File: src/rtl/rr_arb4_merge_pkg.sv
// Shared arbiter types for the 4-way round-robin merge: requester count, index type,
// and modulo-4 index arithmetic used by the picker and the pointer update.
package misc_pkg;

  localparam int ARB4_N     = 4;
  localparam int ARB4_IDX_W = 2;

  typedef logic [ARB4_IDX_W-1:0] arb4_idx_t;

  // Index arithmetic wraps naturally in the 2-bit type (3 + 1 -> 0).
  function automatic arb4_idx_t rr_idx(input arb4_idx_t base, input int unsigned off);
    return base + arb4_idx_t'(off);
  endfunction

endpackage

File: src/rtl/rr_arb4_merge_if.sv
// Request/output bundle of rr_arb4_merge; req_lock exists only when RR_ARB4_LOCK_EN is defined.
// slave = arbiter side, master = requesters/downstream side.
interface rr_arb4_merge_if
  import misc_pkg::*;
#(
  parameter int WIDTH = 32
);

  logic [ARB4_N-1:0] req_valid;
  logic [WIDTH-1:0]  req_data0;
  logic [WIDTH-1:0]  req_data1;
  logic [WIDTH-1:0]  req_data2;
  logic [WIDTH-1:0]  req_data3;
  logic [ARB4_N-1:0] req_ready;
  arb4_idx_t         sel;
  logic              out_valid;
  logic [WIDTH-1:0]  out_data;
  arb4_idx_t         out_idx;
  logic              out_ready;
`ifdef RR_ARB4_LOCK_EN
  logic [ARB4_N-1:0] req_lock;
`endif

  modport slave (
    input  req_valid, req_data0, req_data1, req_data2, req_data3, out_ready,
`ifdef RR_ARB4_LOCK_EN
    input  req_lock,
`endif
    output req_ready, sel, out_valid, out_data, out_idx
  );

  modport master (
    output req_valid, req_data0, req_data1, req_data2, req_data3, out_ready,
`ifdef RR_ARB4_LOCK_EN
    output req_lock,
`endif
    input  req_ready, sel, out_valid, out_data, out_idx
  );

endinterface

File: src/rtl/mux4.sv
// 4:1 datapath multiplexer cell driven by the arbiter's sel.
module mux4 #(
  parameter int WIDTH = 32
) (
  input  logic [WIDTH-1:0] i_d0,
  input  logic [WIDTH-1:0] i_d1,
  input  logic [WIDTH-1:0] i_d2,
  input  logic [WIDTH-1:0] i_d3,
  input  logic [1:0]       i_s,
  output logic [WIDTH-1:0] o_y
);

  always_comb begin
    unique case (i_s)
      2'd0:    o_y = i_d0;
      2'd1:    o_y = i_d1;
      2'd2:    o_y = i_d2;
      default: o_y = i_d3;
    endcase
  end

endmodule

File: src/rtl/rr_grant4.sv
// Rotate-priority picker: first valid requester starting at ptr, wrapping mod 4.
// With no valid request the grant is empty and sel reports ptr.
module rr_grant4
  import misc_pkg::*;
(
  input  logic [ARB4_N-1:0] i_req_valid,
  input  arb4_idx_t         i_ptr,
  output logic [ARB4_N-1:0] o_grant,
  output arb4_idx_t         o_sel
);

  always_comb begin
    // NOTE: every output gets a default before any conditional write, so no latch is inferred.
    o_grant = '0;
    o_sel   = i_ptr;
    // Scan from farthest to nearest so the closest valid requester overwrites last.
    for (int k = ARB4_N - 1; k >= 0; k--) begin
      if (i_req_valid[rr_idx(i_ptr, k)]) begin
        o_grant                   = '0;
        o_grant[rr_idx(i_ptr, k)] = 1'b1;
        o_sel                     = rr_idx(i_ptr, k);
      end
    end
  end

endmodule

File: src/rtl/rr_arb4_merge.sv
// 4-requester round-robin arbiter with a 1-entry output register (full throughput).
// Optional burst lock: define RR_ARB4_LOCK_EN to add req_lock to the bus interface.
module rr_arb4_merge
  import misc_pkg::*;
#(
  parameter int WIDTH = 32
) (
  input  logic           clk,
  input  logic           rst_aL,
  rr_arb4_merge_if.slave bus
);

  logic              r_out_valid;
  logic [WIDTH-1:0]  r_out_data;
  arb4_idx_t         r_out_idx;
  arb4_idx_t         r_ptr;

  logic              w_load_en;
  logic              w_any_req;
  logic [ARB4_N-1:0] w_grant;
  arb4_idx_t         w_sel;
  arb4_idx_t         w_ptr_next;
  logic [WIDTH-1:0]  w_mux;

  rr_grant4 u_grant (
    .i_req_valid (bus.req_valid),
    .i_ptr       (r_ptr),
    .o_grant     (w_grant),
    .o_sel       (w_sel)
  );

  mux4 #(.WIDTH(WIDTH)) u_mux (
    .i_d0 (bus.req_data0),
    .i_d1 (bus.req_data1),
    .i_d2 (bus.req_data2),
    .i_d3 (bus.req_data3),
    .i_s  (w_sel),
    .o_y  (w_mux)
  );

  // The register can take a new beat when empty or when it drains on this same edge.
  assign w_load_en = ~r_out_valid | bus.out_ready;
  assign w_any_req = |bus.req_valid;

`ifdef RR_ARB4_LOCK_EN
  assign w_ptr_next = bus.req_lock[w_sel] ? w_sel : rr_idx(w_sel, 1);
`else
  assign w_ptr_next = rr_idx(w_sel, 1);
`endif

  always_ff @(posedge clk) begin
    // NOTE: state registers use non-blocking assignments so every flop samples pre-edge values.
    if (!rst_aL) begin
      r_out_valid <= 1'b0;
      r_out_data  <= '0;
      r_out_idx   <= '0;
      r_ptr       <= '0;
    end else if (w_load_en) begin
      if (w_any_req) begin
        r_out_valid <= 1'b1;
        r_out_data  <= w_mux;
        r_out_idx   <= w_sel;
        r_ptr       <= w_ptr_next;
      end else begin
        r_out_valid <= 1'b0;
      end
    end
  end

  assign bus.req_ready = rst_aL ? ({ARB4_N{w_load_en}} & w_grant) : '0;
  assign bus.sel       = w_sel;
  assign bus.out_valid = r_out_valid;
  assign bus.out_data  = r_out_data;
  assign bus.out_idx   = r_out_idx;

endmodule

File: src/flat_wrapper.sv
// flat-port wrapper written by rule: the top's interface ports become plain ports
module rr_arb4_merge_flat import misc_pkg::*;
#(
  parameter int WIDTH = 32
)
  (clk, rst_aL, bus_req_valid, bus_req_data0, bus_req_data1, bus_req_data2, bus_req_data3, bus_out_ready, bus_req_ready, bus_sel, bus_out_valid, bus_out_data, bus_out_idx);
  rr_arb4_merge_if #(.WIDTH(WIDTH)) bus_i ();
  input  logic clk;
  input  logic rst_aL;
  input wire logic [$bits(bus_i.req_valid)-1:0] bus_req_valid;
  input wire logic [$bits(bus_i.req_data0)-1:0] bus_req_data0;
  input wire logic [$bits(bus_i.req_data1)-1:0] bus_req_data1;
  input wire logic [$bits(bus_i.req_data2)-1:0] bus_req_data2;
  input wire logic [$bits(bus_i.req_data3)-1:0] bus_req_data3;
  input wire logic [$bits(bus_i.out_ready)-1:0] bus_out_ready;
  output wire logic [$bits(bus_i.req_ready)-1:0] bus_req_ready;
  output wire logic [$bits(bus_i.sel)-1:0] bus_sel;
  output wire logic [$bits(bus_i.out_valid)-1:0] bus_out_valid;
  output wire logic [$bits(bus_i.out_data)-1:0] bus_out_data;
  output wire logic [$bits(bus_i.out_idx)-1:0] bus_out_idx;
  assign bus_i.req_valid = bus_req_valid;
  assign bus_i.req_data0 = bus_req_data0;
  assign bus_i.req_data1 = bus_req_data1;
  assign bus_i.req_data2 = bus_req_data2;
  assign bus_i.req_data3 = bus_req_data3;
  assign bus_i.out_ready = bus_out_ready;
  assign bus_req_ready = bus_i.req_ready;
  assign bus_sel = bus_i.sel;
  assign bus_out_valid = bus_i.out_valid;
  assign bus_out_data = bus_i.out_data;
  assign bus_out_idx = bus_i.out_idx;
  rr_arb4_merge #(.WIDTH(WIDTH)) u_core (.clk(clk), .rst_aL(rst_aL), .bus(bus_i));
endmodule
File: config.mk
export PLATFORM = sky130hd
export DESIGN_NAME = rr_arb4_merge_flat
export DESIGN_NICKNAME = d
export VERILOG_FILES = /design/src/rtl/rr_arb4_merge_pkg.sv /design/src/rtl/rr_arb4_merge_if.sv /design/src/rtl/mux4.sv /design/src/rtl/rr_grant4.sv /design/src/rtl/rr_arb4_merge.sv /design/src/flat_wrapper.sv
export SDC_FILE = /design/constraint.sdc
export NUM_CORES = 1
export LEC_CHECK = 0
export CELL_PAD_IN_SITES_DETAIL_PLACEMENT = 0
export CELL_PAD_IN_SITES_GLOBAL_PLACEMENT = 1
export CORE_MARGIN = 2
export CORE_UTILIZATION = 26
export DETAILED_ROUTE_END_ITERATION = 16
export GPL_TIMING_DRIVEN = 0
export PLACE_DENSITY_LB_ADDON = 0.1
export SLEW_MARGIN = 20
export SYNTH_ARGS = -nofsm -noshare
export SYNTH_HDL_FRONTEND = slang
export SYNTH_SLANG_ARGS = --single-unit
File: constraint.sdc
create_clock -name clk -period 10.6 [get_ports clk]
set_input_delay 2.65 -clock clk [delete_from_list [all_inputs] [get_ports clk]]
set_output_delay 2.65 -clock clk [all_outputs]
set_load 0.05 [all_outputs]
## Yosys cells after proc, flatten, opt, wreduce, memory -nomap -nowiden

Cells that the tools add are included.

- Register bits: 37
- Input port bits: 135
- Output and inout bits: 41
- Word-level logic and storage cells: 55

- Add/subtract/negate cells: 4
- Order comparisons: 8
- Equal/unequal tests: 2
- Multiplexer cells: 27
- Bitwise operators: 3
- Reduce and logical (&&, ||, !) cells: 7

Operators with widths:

| cell | count |
|---|---|
| 32-bit case mux with 3 select lines | 1 |
| 4-bit 2-to-1 mux | 5 |
| 2-bit by 3-bit less-than comparator with 1-bit output, second input constant | 4 |
| 1-bit 2-to-1 mux | 9 |
| 1-bit binary-select mux with 2-bit select | 4 |
| 1-bit demux with 2-bit select | 4 |
| 2-bit by 1-bit >= comparator with 1-bit output, second input constant | 4 |
| 2-bit 2-to-1 mux | 4 |
| 2-bit by 1-bit adder with 2-bit output, second input constant | 2 |
| 2-bit adder, second input constant | 2 |
| 4-bit AND | 1 |
| 1-bit logical AND | 4 |
| 4-bit OR reduction | 1 |
| 2-bit by 1-bit equality test with 1-bit output, second input constant | 1 |
| 2-bit equality test, second input constant | 1 |
| 2-bit logical NOT | 1 |
| 2-bit AND reduction | 1 |
| 1-bit NOT | 1 |
| 1-bit bitwise OR | 1 |

## Longest topological paths before layout

- Depth in word-level cells: 11
- Mapped depth: 16
- Gate-level depth less buffers: 12

## Hierarchy

From an unflattened synthesis, not the netlist that was laid out.

- Cell total of the unflattened synthesis: 268
- Area total of the unflattened synthesis: 2880.3 µm²

By module, submodules not included:

| module | instances | cells each | area each (µm²) | seq. area each (µm²) |
|---|---|---|---|---|
| rr_arb4_merge | 1 | 171 | 1552.7 | 740.7 |
| mux4 | 1 | 39 | 814.5 | 0.0 |
| rr_grant4 | 1 | 58 | 513.0 | 0.0 |

## Worst setup path before layout

OpenSTA, ideal clock, no wires.

- Path type: input to output
- Start point: input bus_req_valid[1]
- End point: output bus_sel[1]
- Arrival: 4.214 ns
- Data required time: 7.950 ns
- Path slack: 3.736 ns
- Cell stages on the path: 5
- Path buffers: 1
- Path through: buf_4 a221o_1 a221oi_1 nor2_1 nor2_1

- Cells in the longest elaborated chain, start to end: 6
- Elaborated cells on any way between the ends: 12
- Classes of those cells: mux: 12

RTL lines:

| element | line | source |
|---|---|---|
| start: declaration | flat_wrapper.sv:10 | `input wire logic [$bits(bus_i.req_valid)-1:0] bus_req_valid;` |
| 1-bit binary-select mux with 2-bit select | rr_grant4.sv:18 | `if (i_req_valid[rr_idx(i_ptr, k)]) begin` |
| 1-bit 2-to-1 mux (not written as such) | rr_grant4.sv:18 |  |
| 2-bit 2-to-1 mux (3 in a row) | rr_grant4.sv:18 |  |
| 2-bit 2-to-1 mux (*) | rr_grant4.sv:18 |  |
| end: declaration | flat_wrapper.sv:17 | `output wire logic [$bits(bus_i.sel)-1:0] bus_sel;` |

Every way passes the cells marked *; elsewhere a longest branch is shown, timed or not. The select of a mux whose other input is x is not followed.

## Worst setup path after layout

- Start point: input bus_req_valid[2]
- End point: output bus_sel[0]

The elaborated chain is that of the path after synthesis.

==> results.md <==
* Outcome: completed
* Routed vias/inst at 5.02
* Largest net degree at the start of global routing at 12
* Slew margin rel. at 49.3%
* Detailed Route Iter0 Violations at 194
* Slew Viols, Final at 0
* Cell area after layout at 0.00465 sq mm
* Post-CTS Setup Bufs at 0
* Gpl congestion at 0.773
* Yosys top cell area share at 28.1%
* Initial antenna violation count at 0
* Fin. Hold Viols at 0
* Remaining Overflow, GRT at 0
* Maxcap violations at 0
* Post-CTS Resized at 0
* Worst min-delay path class: flop to flop
* Num CTS Buffers at 5
* Cells after Synth at 342
* WP data arrival at 5.32 ns
* First-pass GRT wire length at 16900 um
* Cell Area, Synth at 0.00264 sq mm
* DR DRC count at 0
* Tcrit/Tclk final at 75.2%
* WP data required at 7.95 ns
* Cell Pwr Density at 323 mW/mm^2
* Critical path endpoint category: output port
* Worst-path maximum fanout at 9
* Slew @ Worst Pin at 0.761 ns
* Total power draw at 1.50 mW
* DP Wirelength at 8440 um
* Yosys reg bits at 37
* Min Tclk post-route at 7.97 ns
* Syn Area/Cell at 7.72 sq um
* CTS Hold Bufs at 0
* Worst VDD drop at 0.135 mV
* Area contributors post-synth: dfxtp_1 28%, nand2_1 14%, a222oi_1 12%
* Synthesis Warnings at 0
* Net count after synthesis at 489
* Buffers on Ports at 173
* CTS tree: built
* Max Clk Rate at 0.125 GHz
* Nets@finish at 669
* WL final at 10800 um
* LEAKAGE at 1.70 nW
* Final hold slack at 0.463 ns
* Unrepaired setup endpoints after global routing: false
* First drt pass iteration count at 5
* Syn-to-layout area delta at 76.3%
* Full die area at 0.0110 sq mm
* Fin Clk Skew at 0.00786 ns
* Tot GR Track Use at 19.3%
* # setup viols final at 0
* Layout cell share with drive strength beyond 1 at 4.97%
* N_diodes at 0
* Initial core utilization at 26.9%
* Die Height at 105 um
* Num ports at 176
* Placed cell areas at 0.00454 sq mm
* Die width at 105 um
* Clock tree buffer depth at 2
* Num Clock Sinks at 37
* Vias in the first global route at 3306
* Setup TNS at 0 ns
* Post-synth top area cell: dfxtp_1
* Routed WL per cell at 16.4 um
* H-Tree Depth at 2
* Yosys cell types at 37
* Clk root buf: clkbuf_8
* Post-route ant nets at 0
* Standard-cell rows at 36
* Register area share after synthesis at 28.1%
* WS Path Type: primary input to output port
* Element type at the critical path start: primary input
* Clock-pin slew on the worst setup and hold paths at 0.08 ns
* Core Region at 0.00982 sq mm
* Worst-Skew Late Latency at 0.29 ns
* Vias at 3291
[through the flow]
stage / setup WS [ns] / instances / utilization (%)
3_5_place_dp: 2.67 / 648 / 46.2
3_3_place_gp: 2.68 / 648 / 46.2
4_1_cts: 2.66 / 656 / 47.4
5_1_grt: 2.56 / 656 / 47.4
6_report: 2.63 / 656 / 47.4
2_1_floorplan: 3.74 / 342 / -
[area by class of cell]
| class | instances | area [sq um] |
|---|---|---|
| multi-input combinational | 266 | 1730 |
| tap | 133 | 166 |
| clock inverter | 1 | 30.0 |
| sequential | 37 | 741 |
| fill | 1038 | 5170 |
| buffer | 33 | 146 |
| timing repair buffer | 173 | 1730 |
| clock buffer | 7 | 86.3 |
| inverter | 6 | 22.5 |
[path summary, 6_finish.rpt]
path | depth (start not counted) | slack, ns | startpoint | to
hold reg to reg | 2 | 0.46 | u_core.bus.out_data[29]$_SDFFE_PN0P_ | u_core.bus.out_data[29]$_SDFFE_PN0P_
hold / removal | 2 | 0.46 | u_core.bus.out_data[29]$_SDFFE_PN0P_ | u_core.bus.out_data[29]$_SDFFE_PN0P_
setup reg to reg | 15 | 6.38 | u_core.r_ptr[1]$_SDFFE_PN0P_ | u_core.bus.out_data[15]$_SDFFE_PN0P_
setup / recovery | 7 | 2.63 | bus_req_valid[2] | bus_sel[0]
[report_power, final]
group / switching [mW] / internal, mW
Combinational: 0.709 / 0.416
Sequential: 0.0416 / 0.208
Clock: 0.0528 / 0.0768
[worst max-delay path: stages]
cell	delay, ns
clkdlybuf4s50_1	0.57
mux4_2	0.61
nor2b_4	0.22
o21ai_0	0.14
and2_4	0.20
inv_1	0.10
clkdlybuf4s50_1	0.81
[state kept, by name, summed over array words and instances, names as in the netlist]
signal	cells
u_core.r_ptr	2
u_core.bus.out_valid	1
u_core.bus.out_data	32
u_core.bus.out_idx	2
[routing by layer]
| metal | track usage [%] | vias up | part of all wire (%) |
|---|---|---|---|
| met2 | 34.9 | 116 | 50 |
| met4 | 4.86 | 0 | 1.8 |
| met5 | 0 | - | 0 |
| li1 | - | 1625 | - |
| met1 | 22.3 | 1536 | 41 |
| met3 | 5.43 | 14 | 7.1 |
[cell usage in the layout (no fill, tap or decap), types with 3 or more instances in the layout]
master and n:
clkbuf_8 6, inv_1 6, nor2_1 5, a21boi_0 34
clkdlybuf4s50_1 173, a221o_1 5, a21oi_1 3, dfxtp_1 37
o21ai_0 36, nand2_1 100, mux4_2 3, a32o_1 4
a222oi_1 32, nand2b_1 5, clkbuf_1 24, buf_2 6
mux2i_1 4, nand3_1 3, ha_1 12
[synth_stat cells (all sizes together)]
library cell  number
o21ai             36
nand3              3
mux2i              4
clkbuf            23
a221o              5
dfxtp             37
nand2            100
nor2               6
or2                1
nand2b             5
o211ai             1
a21boi            34
a311o              1
mux4               3
a221oi             2
o211a              1
inv                6
a21o               1
a32o               4
a222oi            32
and2               2
o31ai              1
mux2               1
ha                12
o32ai              1
nor2b              3
a211oi             2
nor4               1
buf               10
a21oi              4
[cells by family after synthesis]
group	after synthesis	share of synthesized area (%)
multiplexers	8	4.50
adder cells (fa/ha/maj)	12	5.69
AO/OA/AOI/OAI	125	36.1
AND/OR/NAND/NOR	121	19.2
flip-flops	37	28.1
buffers and inverters	39	6.40
Note: power is estimated with default switching activity, not from simulation.
